`config.mk`:
```
export PLATFORM = sky130hd
export DESIGN_NAME = uart_cmd_bridge_flat
export DESIGN_NICKNAME = d
export VERILOG_FILES = /design/src/rtl/uart_cmd_bridge_pkg.sv /design/src/rtl/uart_cmd_bridge_if.sv /design/src/rtl/uart_bridge_resp_ser.sv /design/src/rtl/uart_cmd_bridge.sv /design/src/flat_wrapper.sv
export SDC_FILE = /design/constraint.sdc
export NUM_CORES = 1
export LEC_CHECK = 0
export CAP_MARGIN = 20
export CELL_PAD_IN_SITES_DETAIL_PLACEMENT = 0
export CELL_PAD_IN_SITES_GLOBAL_PLACEMENT = 1
export CORE_ASPECT_RATIO = 0.75
export CORE_MARGIN = 5
export CORE_UTILIZATION = 54
export CTS_CLUSTER_SIZE = 28
export DETAILED_ROUTE_END_ITERATION = 10
export DONT_BUFFER_PORTS = 1
export PLACE_DENSITY = 0.81
export SYNTH_ARGS = -nofsm -noshare
export SYNTH_HDL_FRONTEND = slang
export SYNTH_SLANG_ARGS = --single-unit
```
`constraint.sdc`:
```
create_clock -name clk -period 2.9 [get_ports clk]
set_input_delay 0.58 -clock clk [delete_from_list [all_inputs] [get_ports clk]]
set_output_delay 0.58 -clock clk [all_outputs]
set_load 0.01 [all_outputs]
```
`src/rtl/uart_cmd_bridge_pkg.sv`:
```
// Shared constants and FSM encoding for the UART command bridge.
// ST_CHK exists only when UART_BRIDGE_CHKSUM_EN is defined.
package uart_cmd_bridge_pkg;
   localparam logic [7:0] SYNC_BYTE = 8'hA5;
   localparam logic [7:0] CMD_WR    = 8'h01;
   localparam logic [7:0] CMD_RD    = 8'h02;
   localparam logic [7:0] RSP_ACK   = 8'h06;
   localparam logic [7:0] RSP_NAK   = 8'h15;

   typedef enum logic [2:0] {
      ST_SYNC,
      ST_CMD,
      ST_ADDR,
      ST_DATA,
`ifdef UART_BRIDGE_CHKSUM_EN
      ST_CHK,
`endif
      ST_EXEC,
      ST_RESP
   } state_t;
endpackage

```
`src/rtl/uart_cmd_bridge_if.sv`:
```
// Byte streams (rx/tx), peripheral bus and error pulse of the bridge.
// master = bridge side, slave = UART/bus environment side.
interface uart_cmd_bridge_if #(parameter int ADDR_WIDTH = 32);
   logic [7:0]            rx_data;
   logic                  rx_valid;
   logic                  rx_ready;
   logic [7:0]            tx_data;
   logic                  tx_valid;
   logic                  tx_ready;
   logic [ADDR_WIDTH-1:0] bus_addr;
   logic [31:0]           bus_wdata;
   logic                  bus_we;
   logic                  bus_re;
   logic [31:0]           bus_rdata;
   logic                  frame_err;

   modport master (
      input  rx_data, rx_valid, tx_ready, bus_rdata,
      output rx_ready, tx_data, tx_valid, bus_addr, bus_wdata, bus_we, bus_re, frame_err
   );
   modport slave (
      output rx_data, rx_valid, tx_ready, bus_rdata,
      input  rx_ready, tx_data, tx_valid, bus_addr, bus_wdata, bus_we, bus_re, frame_err
   );
endinterface

```
`src/rtl/uart_bridge_resp_ser.sv`:
```
// Response serialiser: header byte, optionally followed by a 32-bit word LE,
// each byte held on tx_data until accepted.
module uart_bridge_resp_ser (
   input  logic        clk,
   input  logic        rst_n,
   input  logic        load,
   input  logic [7:0]  hdr,
   input  logic        len5,
   input  logic [31:0] word,
   output logic [7:0]  tx_data,
   output logic        tx_valid,
   input  logic        tx_ready,
   output logic        done
);
   logic [31:0] sh;
   logic [2:0]  left;

   assign done = tx_valid && tx_ready && (left == 3'd0);

   always_ff @(posedge clk or negedge rst_n) begin
      if (!rst_n) begin
         tx_data  <= 8'h00;
         tx_valid <= 1'b0;
         sh       <= 32'h0;
         left     <= 3'd0;
      end else if (load) begin
         tx_valid <= 1'b1;
         tx_data  <= hdr;
         sh       <= word;
         left     <= len5 ? 3'd4 : 3'd0;
      end else if (tx_valid && tx_ready) begin
         if (left == 3'd0) begin
            tx_valid <= 1'b0;
         end else begin
            tx_data <= sh[7:0];
            sh      <= {8'h00, sh[31:8]};
            left    <= left - 3'd1;
         end
      end
   end
endmodule

```
`src/rtl/uart_cmd_bridge.sv`:
```
// UART byte-stream to peripheral-bus command bridge (single 32-bit rd/wr).
// Define UART_BRIDGE_CHKSUM_EN to require and check the trailing XOR byte.
module uart_cmd_bridge
   import uart_cmd_bridge_pkg::*;
#(
   parameter int ADDR_WIDTH     = 32,
   parameter int TIMEOUT_CYCLES = 1_000_000
) (
   input  logic              clk,
   input  logic              rst_n,
   uart_cmd_bridge_if.master bif
);
   localparam int TW = $clog2(TIMEOUT_CYCLES + 1);

   state_t        state;
   logic [1:0]    bcnt;
   logic          is_wr;
   logic [31:0]   addr_sh;
   logic [31:0]   addr_nxt;
   logic [31:0]   data_nxt;
   logic [TW-1:0] to_cnt;
   logic          acc, in_frame;
   logic          ser_load, ser_len5, ser_done;
   logic [7:0]    ser_hdr;
   logic [31:0]   ser_word;

`ifdef UART_BRIDGE_CHKSUM_EN
   logic [7:0]  xor_acc;
   logic [31:0] data_sh;
   assign data_nxt = {bif.rx_data, data_sh[31:8]};
`else
   // Last data byte is taken straight from rx_data, so only 3 bytes are stored.
   logic [23:0] data_sh;
   assign data_nxt = {bif.rx_data, data_sh};
`endif

   assign addr_nxt     = {bif.rx_data, addr_sh[31:8]};
   assign bif.rx_ready = (state != ST_EXEC) && (state != ST_RESP);
   assign acc          = bif.rx_valid && bif.rx_ready;
   assign in_frame     = bif.rx_ready && (state != ST_SYNC);

   always_comb begin
      ser_load = 1'b0;
      ser_hdr  = RSP_NAK;
      ser_len5 = 1'b0;
      ser_word = 32'h0;
      if (state == ST_EXEC) begin
         ser_load = 1'b1;
         ser_hdr  = RSP_ACK;
         ser_len5 = !is_wr;
         ser_word = bif.bus_rdata;
      end else if (acc && state == ST_CMD && bif.rx_data != CMD_WR && bif.rx_data != CMD_RD) begin
         ser_load = 1'b1;
      end
`ifdef UART_BRIDGE_CHKSUM_EN
      else if (acc && state == ST_CHK && bif.rx_data != xor_acc) begin
         ser_load = 1'b1;
      end
`endif
   end

   always_ff @(posedge clk or negedge rst_n) begin
      if (!rst_n) begin
         state         <= ST_SYNC;
         bcnt          <= 2'd0;
         is_wr         <= 1'b0;
         addr_sh       <= 32'h0;
         data_sh       <= '0;
         to_cnt        <= '0;
         bif.bus_addr  <= '0;
         bif.bus_wdata <= 32'h0;
         bif.bus_we    <= 1'b0;
         bif.bus_re    <= 1'b0;
         bif.frame_err <= 1'b0;
`ifdef UART_BRIDGE_CHKSUM_EN
         xor_acc       <= 8'h00;
`endif
      end else begin
         bif.bus_we    <= 1'b0;
         bif.bus_re    <= 1'b0;
         bif.frame_err <= 1'b0;
         to_cnt        <= '0;
`ifdef UART_BRIDGE_CHKSUM_EN
         if (acc && state != ST_SYNC && state != ST_CHK) xor_acc <= xor_acc ^ bif.rx_data;
`endif
         // Idle gap inside a frame: abandon it silently apart from frame_err.
         if (in_frame && !acc && to_cnt == TW'(TIMEOUT_CYCLES - 1)) begin
            state         <= ST_SYNC;
            bif.frame_err <= 1'b1;
         end else begin
            if (in_frame && !acc) to_cnt <= to_cnt + 1'b1;
            case (state)
               ST_SYNC: if (acc && bif.rx_data == SYNC_BYTE) begin
                  state <= ST_CMD;
`ifdef UART_BRIDGE_CHKSUM_EN
                  xor_acc <= 8'h00;
`endif
               end
               ST_CMD: if (acc) begin
                  bcnt <= 2'd0;
                  if (bif.rx_data == CMD_WR || bif.rx_data == CMD_RD) begin
                     is_wr <= (bif.rx_data == CMD_WR);
                     state <= ST_ADDR;
                  end else begin
                     state         <= ST_RESP;
                     bif.frame_err <= 1'b1;
                  end
               end
               ST_ADDR: if (acc) begin
                  addr_sh <= addr_nxt;
                  bcnt    <= bcnt + 2'd1;
                  if (bcnt == 2'd3) begin
                     if (is_wr) state <= ST_DATA;
                     else begin
`ifdef UART_BRIDGE_CHKSUM_EN
                        state <= ST_CHK;
`else
                        state        <= ST_EXEC;
                        bif.bus_re   <= 1'b1;
                        bif.bus_addr <= addr_nxt[ADDR_WIDTH-1:0];
`endif
                     end
                  end
               end
               ST_DATA: if (acc) begin
                  data_sh <= data_nxt[31 -: $bits(data_sh)];
                  bcnt    <= bcnt + 2'd1;
                  if (bcnt == 2'd3) begin
`ifdef UART_BRIDGE_CHKSUM_EN
                     state <= ST_CHK;
`else
                     state         <= ST_EXEC;
                     bif.bus_we    <= 1'b1;
                     bif.bus_addr  <= addr_sh[ADDR_WIDTH-1:0];
                     bif.bus_wdata <= data_nxt;
`endif
                  end
               end
`ifdef UART_BRIDGE_CHKSUM_EN
               ST_CHK: if (acc) begin
                  if (bif.rx_data == xor_acc) begin
                     state        <= ST_EXEC;
                     bif.bus_we   <= is_wr;
                     bif.bus_re   <= !is_wr;
                     bif.bus_addr <= addr_sh[ADDR_WIDTH-1:0];
                     if (is_wr) bif.bus_wdata <= data_sh;
                  end else begin
                     state         <= ST_RESP;
                     bif.frame_err <= 1'b1;
                  end
               end
`endif
               ST_EXEC: state <= ST_RESP;
               ST_RESP: if (ser_done) state <= ST_SYNC;
               default: state <= ST_SYNC;
            endcase
         end
      end
   end

   uart_bridge_resp_ser u_ser (
      .clk      (clk),
      .rst_n    (rst_n),
      .load     (ser_load),
      .hdr      (ser_hdr),
      .len5     (ser_len5),
      .word     (ser_word),
      .tx_data  (bif.tx_data),
      .tx_valid (bif.tx_valid),
      .tx_ready (bif.tx_ready),
      .done     (ser_done)
   );
endmodule

```
`src/flat_wrapper.sv`:
```
// flat-port wrapper written by rule: the top's interface ports become plain ports
module uart_cmd_bridge_flat import uart_cmd_bridge_pkg::*;
#(
   parameter int ADDR_WIDTH     = 32,
   parameter int TIMEOUT_CYCLES = 1_000_000
)
  (clk, rst_n, bif_rx_data, bif_rx_valid, bif_tx_ready, bif_bus_rdata, bif_rx_ready, bif_tx_data, bif_tx_valid, bif_bus_addr, bif_bus_wdata, bif_bus_we, bif_bus_re, bif_frame_err);
  uart_cmd_bridge_if #(.ADDR_WIDTH(ADDR_WIDTH)) bif_i ();
  input  logic clk;
  input  logic rst_n;
  input wire logic [$bits(bif_i.rx_data)-1:0] bif_rx_data;
  input wire logic [$bits(bif_i.rx_valid)-1:0] bif_rx_valid;
  input wire logic [$bits(bif_i.tx_ready)-1:0] bif_tx_ready;
  input wire logic [$bits(bif_i.bus_rdata)-1:0] bif_bus_rdata;
  output wire logic [$bits(bif_i.rx_ready)-1:0] bif_rx_ready;
  output wire logic [$bits(bif_i.tx_data)-1:0] bif_tx_data;
  output wire logic [$bits(bif_i.tx_valid)-1:0] bif_tx_valid;
  output wire logic [$bits(bif_i.bus_addr)-1:0] bif_bus_addr;
  output wire logic [$bits(bif_i.bus_wdata)-1:0] bif_bus_wdata;
  output wire logic [$bits(bif_i.bus_we)-1:0] bif_bus_we;
  output wire logic [$bits(bif_i.bus_re)-1:0] bif_bus_re;
  output wire logic [$bits(bif_i.frame_err)-1:0] bif_frame_err;
  assign bif_i.rx_data = bif_rx_data;
  assign bif_i.rx_valid = bif_rx_valid;
  assign bif_i.tx_ready = bif_tx_ready;
  assign bif_i.bus_rdata = bif_bus_rdata;
  assign bif_rx_ready = bif_i.rx_ready;
  assign bif_tx_data = bif_i.tx_data;
  assign bif_tx_valid = bif_i.tx_valid;
  assign bif_bus_addr = bif_i.bus_addr;
  assign bif_bus_wdata = bif_i.bus_wdata;
  assign bif_bus_we = bif_i.bus_we;
  assign bif_bus_re = bif_i.bus_re;
  assign bif_frame_err = bif_i.frame_err;
  uart_cmd_bridge #(.ADDR_WIDTH(ADDR_WIDTH), .TIMEOUT_CYCLES(TIMEOUT_CYCLES)) u_core (.clk(clk), .rst_n(rst_n), .bif(bif_i));
endmodule
```
==> results of run 1 <==
## synthesized netlist by cell type, types with 8 or more instances
master    instances
a21oi_1          14
mux2_2           88
a31oi_1          34
buf_2            17
nand3_1           8
dfrtp_1         193
xnor2_1          14
a22o_1            8
clkbuf_1         27
nor2_1           83
nand2_1         117
nor4_1            8
o21a_1           24
inv_1             9
o31ai_1          30
## critical path, cell delays in order, from the launching register on
cell and delay (ns):
dfrtp_1 0.73, nand2b_1 0.24, nor3_4 0.21, buf_4 0.52
nor2_1 0.09, a31oi_1 0.17
## logic make-up after synthesis
| logic type | Yosys count |
|---|---|
| AO/OA/AOI/OAI | 133 |
| AND/OR/NAND/NOR | 256 |
| XOR/XNOR | 17 |
| adder cells (fa/ha/maj) | 4 |
| buffers and inverters | 55 |
| flip-flops | 193 |
| multiplexers | 90 |
## power groups by stage
stage	sequential [uW]	combinational [uW]	clock (uW)
floorplan	3240	1160	0
global placement	3360	1300	0
detailed placement	3370	1360	0
CTS	3320	1360	2430
global route	3360	1510	2530
finish	3330	1340	2370
## worst paths after layout
kind / startpoint / endpoint / slack [ns]
setup / recovery: u_core.state[1] / u_core.bif.bus_addr[2] / 0.82
hold / removal: rst_n / u_core.to_cnt[0] / -0.14
setup reg to reg: u_core.state[1] / u_core.bif.bus_addr[2] / 0.82
hold reg to reg: u_core.u_ser.sh[9] / u_core.u_ser.sh[9] / 0.49
max in group asynchronous: rst_n / u_core.to_cnt[14] / 2.67
min in group clk: bif_rx_data[1] / u_core.is_wr / 0.26
## final cells by class
cell class,instances,area share
sequential,193,0.529
multi-input combinational,500,0.361
clock buffer,17,0.0466
tap,205,0.0281
clock inverter,15,0.0208
timing repair buffer,12,0.00987
inverter,10,0.00411
## repair_timing
action	CTS	global route
buffers inserted	0	0
resized for setup	0	0
hold endpoints to repair	193	193
## layer usage
metal,up-vias,GRT usage,share of wire
li1,2593,-,-
met1,2805,0.271,0.44
met2,123,0.288,0.46
met3,10,0.0786,0.083
met4,0,0.0436,0.0075
met5,-,0,0
## sequential cells by signal (all words and copies together), names as in the netlist
| signal | cells |
|---|---|
| u_core.bif.bus_addr | 32 |
| u_core.bif.bus_re | 1 |
| u_core.state | 3 |
| u_core.data_sh | 24 |
| u_core.is_wr | 1 |
| u_core.bif.bus_wdata | 32 |
| u_core.u_ser.left | 3 |
| u_core.to_cnt | 20 |
| u_core.u_ser.tx_valid | 1 |
| u_core.u_ser.sh | 32 |
| u_core.bif.bus_we | 1 |
| u_core.bif.frame_err | 1 |
| u_core.addr_sh | 32 |
| u_core.bcnt | 2 |
| u_core.u_ser.tx_data | 8 |
## stage by stage
step                      std cells  hold WS (ns)  cell area (um^2)  power (uW)
after floorplan                 748         0.284              8330        4400
after global placement          920         0.296              8510        4660
after detailed placement        920         0.296              8510        4730
after CTS                       952        -0.175              9130        7110
after global routing            952        -0.168              9130        7400
final                           952        -0.140              9130        7040
==> flow_metrics.py, run 1 <==
metrics = {
    "timing": {
        "worst_pin_slew_ns": 0.613,
        "rsz0062_at_grt": "no",
        "drv_slew": 0,
        "setup-tns-final_ns": 0,
        "finalClockSkew_ns": 0.0146,
        "fin_hold_ws_ns": -0.140,
        "finalCritPeriodShare": 0.717,
        "period_needed_ns": 2.08,
        "fmax_ghz": 0.481,
        "setup_slack_ns": 0.820,
        "setup-violations-final": 0,
        "finalHoldViolCount": 193,
        "slew_headroom": 0.587,
    },
    "detailed_routing": {
        "drc": 0,
        "wl_per_cell_um": 18.1,
        "drtAntennaViolNets": 0,
        "viasPerCell": 5.81,
        "first_pass_iters": 5,
        "vias": 5531,
        "drtIter0Drc": 447,
        "wl_um": 17300,
    },
    "logic_synthesis": {
        "synth.net_count": 796,
        "ys_ff_latch": 193,
        "yosysTopAreaCellShare": 0.580,
        "synthXorXnorAreaFrac": 0.0179,
        "synth_edf_count": 0,
        "muxShareOfSynthArea": 0.121,
        "synth-compound-area-share": 0.113,
        "synth-main-ff-cell": "dfrtp_1",
        "synth_area_leaders": "dfrtp_1 (58%), mux2_2 (12%), nand2_1 (5.3%), nor2_1 (3.7%), o31ai_1 (2.7%)",
        "syn_inst": 748,
        "async_reset_ff_frac": 1.00,
        "synth_adder_area_share": 0.00601,
        "ys_types": 51,
        "yosys_warnings": 0,
        "yosys.area.top_type": "dfrtp_1",
        "netlist_area_um2": 8330,
        "yosysSeqAreaShare": 0.580,
        "synth_top_family_by_area": "simple AND/OR/NAND/NOR gates",
        "post_synth_and_or_nand_nor_area_fraction": 0.135,
        "syn_area_per_cell_um2": 11.1,
    },
    "pwr": {
        "power_switching_uw": 2160,
        "clkPwrFrac": 0.337,
        "comb_power_share": 0.191,
        "p_int_uw": 4880,
        "ir_worst_vdd_uv": 571,
        "power_frac_seq": 0.472,
        "swShare": 0.306,
        "power.density_nw_per_um2": 771,
        "p_leak_uw": 0.00413,
    },
    "clocking": {
        "numClockSinks": 193,
        "htreeDepth": 4,
        "cts_root_buf": "clkbuf_16",
        "cts_buffer_depth": 2,
        "clk_latency_ns": 0.44,
        "numCtsBuffers": 17,
        "clk_pin_slew_ns": 0.07,
        "cts_tree": "yes",
    },
    "layout": {
        "final_common_cell": "dfrtp_1",
        "n_antenna_cell": 0,
        "regArea_um2": 4830,
        "drive_above_1_share": 0.197,
        "fillers": 1226,
        "synthToLayoutAreaGrowth_pct": 9.60,
        "final_nets": 782,
        "multi_input_comb_area_um2": 3300,
        "layout_common_cells": "dfrtp_1 (193), nand2_1 (117), mux2_2 (88), nor2_1 (81), a31oi_1 (33)",
        "final_core_util": 0.601,
    },
    "critical_path": {
        "worst_ep_required_time_ns": 3.25,
        "crit_fanout": 64,
        "critical_path_class": "flip-flop to flip-flop",
        "critical_path_arrival_ns": 2.43,
        "rr_worst_depth": 5,
        "start_kind": "flip-flop",
        "crit_path_end_kind": "flip-flop",
    },
    "global_routing": {
        "grt_max_degree": 194,
        "grt_pass1_vias": 5356,
        "grt-ovfl-total": 0,
        "track_usage": 0.194,
        "antenna_found_initial": 0,
        "grt_pass1_wl_um": 28600,
    },
    "placement": {
        "gp_congestion": 0.795,
        "preCtsSetupSlack_ns": 0.765,
        "dp_hpwl_um": 11200,
        "port_buffers": 0,
    },
    "die": {
        "rows": 39,
        "fp.dieW_um": 153,
        "ioPinCount": 121,
        "dieArea_um2": 18000,
        "start_util": 0.549,
        "die_height_um": 118,
        "core_um2": 15200,
    },
    "status": {
        "violations": "negative hold slack",
        "outcome": "finished with violations",
    },
    "run": {
        "drv_cap": 0,
    },
    "hold_path": {
        "min_path_type": "primary input to asynchronous set/reset pin",
    },
}
(Power assumes the default switching activity.)
==> run 2: changes to the inputs <==
--- a/config.mk
+++ b/config.mk
@@ -5,16 +5,17 @@
 export SDC_FILE = /design/constraint.sdc
 export NUM_CORES = 1
 export LEC_CHECK = 0
+export ABC_AREA = 1
 export CAP_MARGIN = 20
 export CELL_PAD_IN_SITES_DETAIL_PLACEMENT = 0
 export CELL_PAD_IN_SITES_GLOBAL_PLACEMENT = 1
 export CORE_ASPECT_RATIO = 0.75
 export CORE_MARGIN = 5
-export CORE_UTILIZATION = 54
+export CORE_UTILIZATION = 43
 export CTS_CLUSTER_SIZE = 28
 export DETAILED_ROUTE_END_ITERATION = 10
 export DONT_BUFFER_PORTS = 1
-export PLACE_DENSITY = 0.81
+export PLACE_DENSITY = 0.73
 export SYNTH_ARGS = -nofsm -noshare
 export SYNTH_HDL_FRONTEND = slang
 export SYNTH_SLANG_ARGS = --single-unit
==> constraint.sdc (replaced) <==
create_clock -name clk -period 1.8 [get_ports clk]
set_input_delay 0.36 -clock clk [delete_from_list [all_inputs] [get_ports clk]]
set_output_delay 0.36 -clock clk [all_outputs]
set_load 0.01 [all_outputs]
==> flow_metrics.py, run 2 <==
metrics = {
    "status": {
        "outcome": "finished with violations",
        "violations": "negative hold slack",
    },
    "layout": {
        "final_core_util": 0.489,
        "layout_common_cells": "nand2_1 (343), dfrtp_1 (192), o21ai_0 (106), inv_1 (92), nor2_1 (79)",
        "synthToLayoutAreaGrowth_pct": 10.6,
        "final_nets": 1080,
        "drive_above_1_share": 0.0852,
        "layout.cells.non_filler": 1298,
        "n_antenna_cell": 0,
        "final_common_cell": "nand2_1",
        "fillers": 1862,
        "stdcell_area_um2": 9550,
    },
    "logic_synthesis": {
        "synth.net_count": 1083,
        "yosys_warnings": 0,
        "ys_ff_latch": 193,
        "synth_area_leaders": "dfrtp_1 (56%), nand2_1 (15%), o21ai_0 (6.1%), inv_1 (4.0%), nor2_1 (3.5%)",
        "synth-main-ff-cell": "dfrtp_1",
        "yosysSeqAreaShare": 0.560,
        "async_reset_ff_frac": 1.00,
        "syn_area_per_cell_um2": 8.34,
        "netlist_area_um2": 8630,
        "yosysTopAreaCellShare": 0.560,
        "ys_types": 34,
        "syn_inst": 1035,
        "yosys.area.top_type": "dfrtp_1",
        "synth_edf_count": 0,
        "yosysMostFrequentCell": "nand2_1",
        "synth_common_cells": "nand2_1 (344), dfrtp_1 (193), o21ai_0 (106), inv_1 (93), nor2_1 (80)",
    },
    "die": {
        "rows": 44,
        "core_um2": 19500,
        "dieArea_um2": 23000,
        "die_height_um": 133,
        "ioPinCount": 121,
        "fp.dieW_um": 174,
        "start_util": 0.442,
    },
    "global_routing": {
        "grt_max_degree": 194,
        "grt_pass1_vias": 6137,
        "grt_pass1_wl_um": 32900,
        "antenna_found_initial": 0,
        "grt-ovfl-total": 0,
        "track_usage": 0.175,
    },
    "timing": {
        "rsz0062_at_grt": "yes",
        "setup-tns-final_ns": 0,
        "slew_headroom": 0.606,
        "fmax_ghz": 0.561,
        "drv_slew": 0,
        "finalHoldViolCount": 193,
        "finalCritPeriodShare": 0.991,
        "setup-violations-final": 0,
        "worst_pin_slew_ns": 0.589,
        "fin_hold_ws_ns": -0.372,
        "finalClockSkew_ns": 0.00883,
        "period_needed_ns": 1.78,
    },
    "run": {
        "drv_cap": 0,
    },
    "critical_path": {
        "start_kind": "flip-flop",
        "critical_path_class": "flip-flop to flip-flop",
        "crit_fanout": 5,
        "crit_path_end_kind": "flip-flop",
        "critical_path_arrival_ns": 2.11,
        "worst_ep_required_time_ns": 2.13,
    },
    "pwr": {
        "p_leak_uw": 0.00483,
        "power.density_nw_per_um2": 1280,
        "ir_worst_vdd_uv": 554,
    },
    "detailed_routing": {
        "vias": 6439,
        "viasPerCell": 4.96,
        "first_pass_iters": 5,
        "drc": 0,
        "wl_per_cell_um": 15.3,
        "drtIter0Drc": 453,
        "wl_um": 19800,
        "drtAntennaViolNets": 0,
    },
    "placement": {
        "placed_area_um2": 8870,
        "gp_congestion": 0.806,
        "port_buffers": 0,
        "dp_hpwl_um": 13300,
        "placed_cells": 1262,
    },
    "clocking": {
        "cts_root_buf": "clkbuf_16",
        "numClockSinks": 193,
        "clk_latency_ns": 0.44,
        "cts_buffer_depth": 2,
        "htreeDepth": 4,
        "clk_pin_slew_ns": 0.07,
        "cts_tree": "yes",
        "numCtsBuffers": 17,
    },
    "hold_path": {
        "min_path_type": "primary input to asynchronous set/reset pin",
    },
}
## run 2: final cells by class
cell class	instances	area, um^2	share of cell area
flip-flops and latches	193	4830	0.506
multi-input cells	698	3200	0.335
repair buffers	22	210	0.0220
inverters	100	382	0.0400
clock inverters	15	185	0.0194
well taps	253	317	0.0331
clock buffers	17	425	0.0445
## run 2: worst paths after layout
kind,to,depth (start not counted),start,slack (ns)
hold reg to reg,u_core.bif.bus_wdata[1],2,u_core.data_sh[1],0.48
setup reg to reg,u_core.u_ser.sh[2],11,u_core.u_ser.left[0],0.02
min in group clk,u_core.data_sh[20],2,bif_rx_data[4],0.04
setup / recovery,u_core.u_ser.sh[2],11,u_core.u_ser.left[0],0.02
max in group asynchronous,u_core.to_cnt[17],0,rst_n,1.70
hold / removal,u_core.to_cnt[13],0,rst_n,-0.37
## run 2: per-layer routing
| metal | vias up | global-route usage | part of all wire |
|---|---|---|---|
| li1 | 3259 | - | - |
| met1 | 3042 | 0.260 | 0.51 |
| met2 | 124 | 0.248 | 0.42 |
| met3 | 14 | 0.0582 | 0.067 |
| met4 | 0 | 0.0409 | 0.0082 |
| met5 | - | 0 | 0 |
## run 2: cell families after synthesis
kind of cell,count (synthesis),synth area share
AND/OR/NAND/NOR,513,0.252
flip-flops,193,0.560
AO/OA/AOI/OAI,170,0.0993
buffers and inverters,144,0.0726
XOR/XNOR,11,0.0112
adder cells (fa/ha/maj),4,0.00580
## run 2: worst max-delay path: stages (launching register included)
cell,delay (ns)
dfrtp_1,0.36
inv_1,0.06
ha_2,0.18
ha_4,0.17
nor2_4,0.16
clkinvlp_4,0.18
buf_6,0.15
or2_0,0.20
nand3_1,0.08
nand2_1,0.06
nand2_1,0.06
inv_1,0.04
## run 2: stage by stage
| step | total power (uW) | worst slack [ns] |
|---|---|---|
| global route | 13100 | -0.0651 |
| CTS | 12300 | -0.000751 |
| floorplan | 7660 | 0.0994 |
| finish | 12200 | 0.0166 |
| global placement | 8350 | 0.0701 |
| detailed placement | 8380 | 0.0295 |
## run 2: timing repair
item / 4_1_cts / 5_1_grt
setup endpoints to repair: 2 / 40
gates cloned: 0 / 0
gates resized for setup: 1 / 12
pin swaps: 0 / 6
hold endpoints to repair: 193 / 193
setup buffers: 0 / 5
## run 2: where the power goes
part	switching [uW]	total (uW)	leakage [uW]	internal, uW
clock network	1940	3840	0.000296	1900
logic	1850	2890	0.00203	1040
registers	464	5520	0.00250	5060
total	4260	12200	0.00483	7990
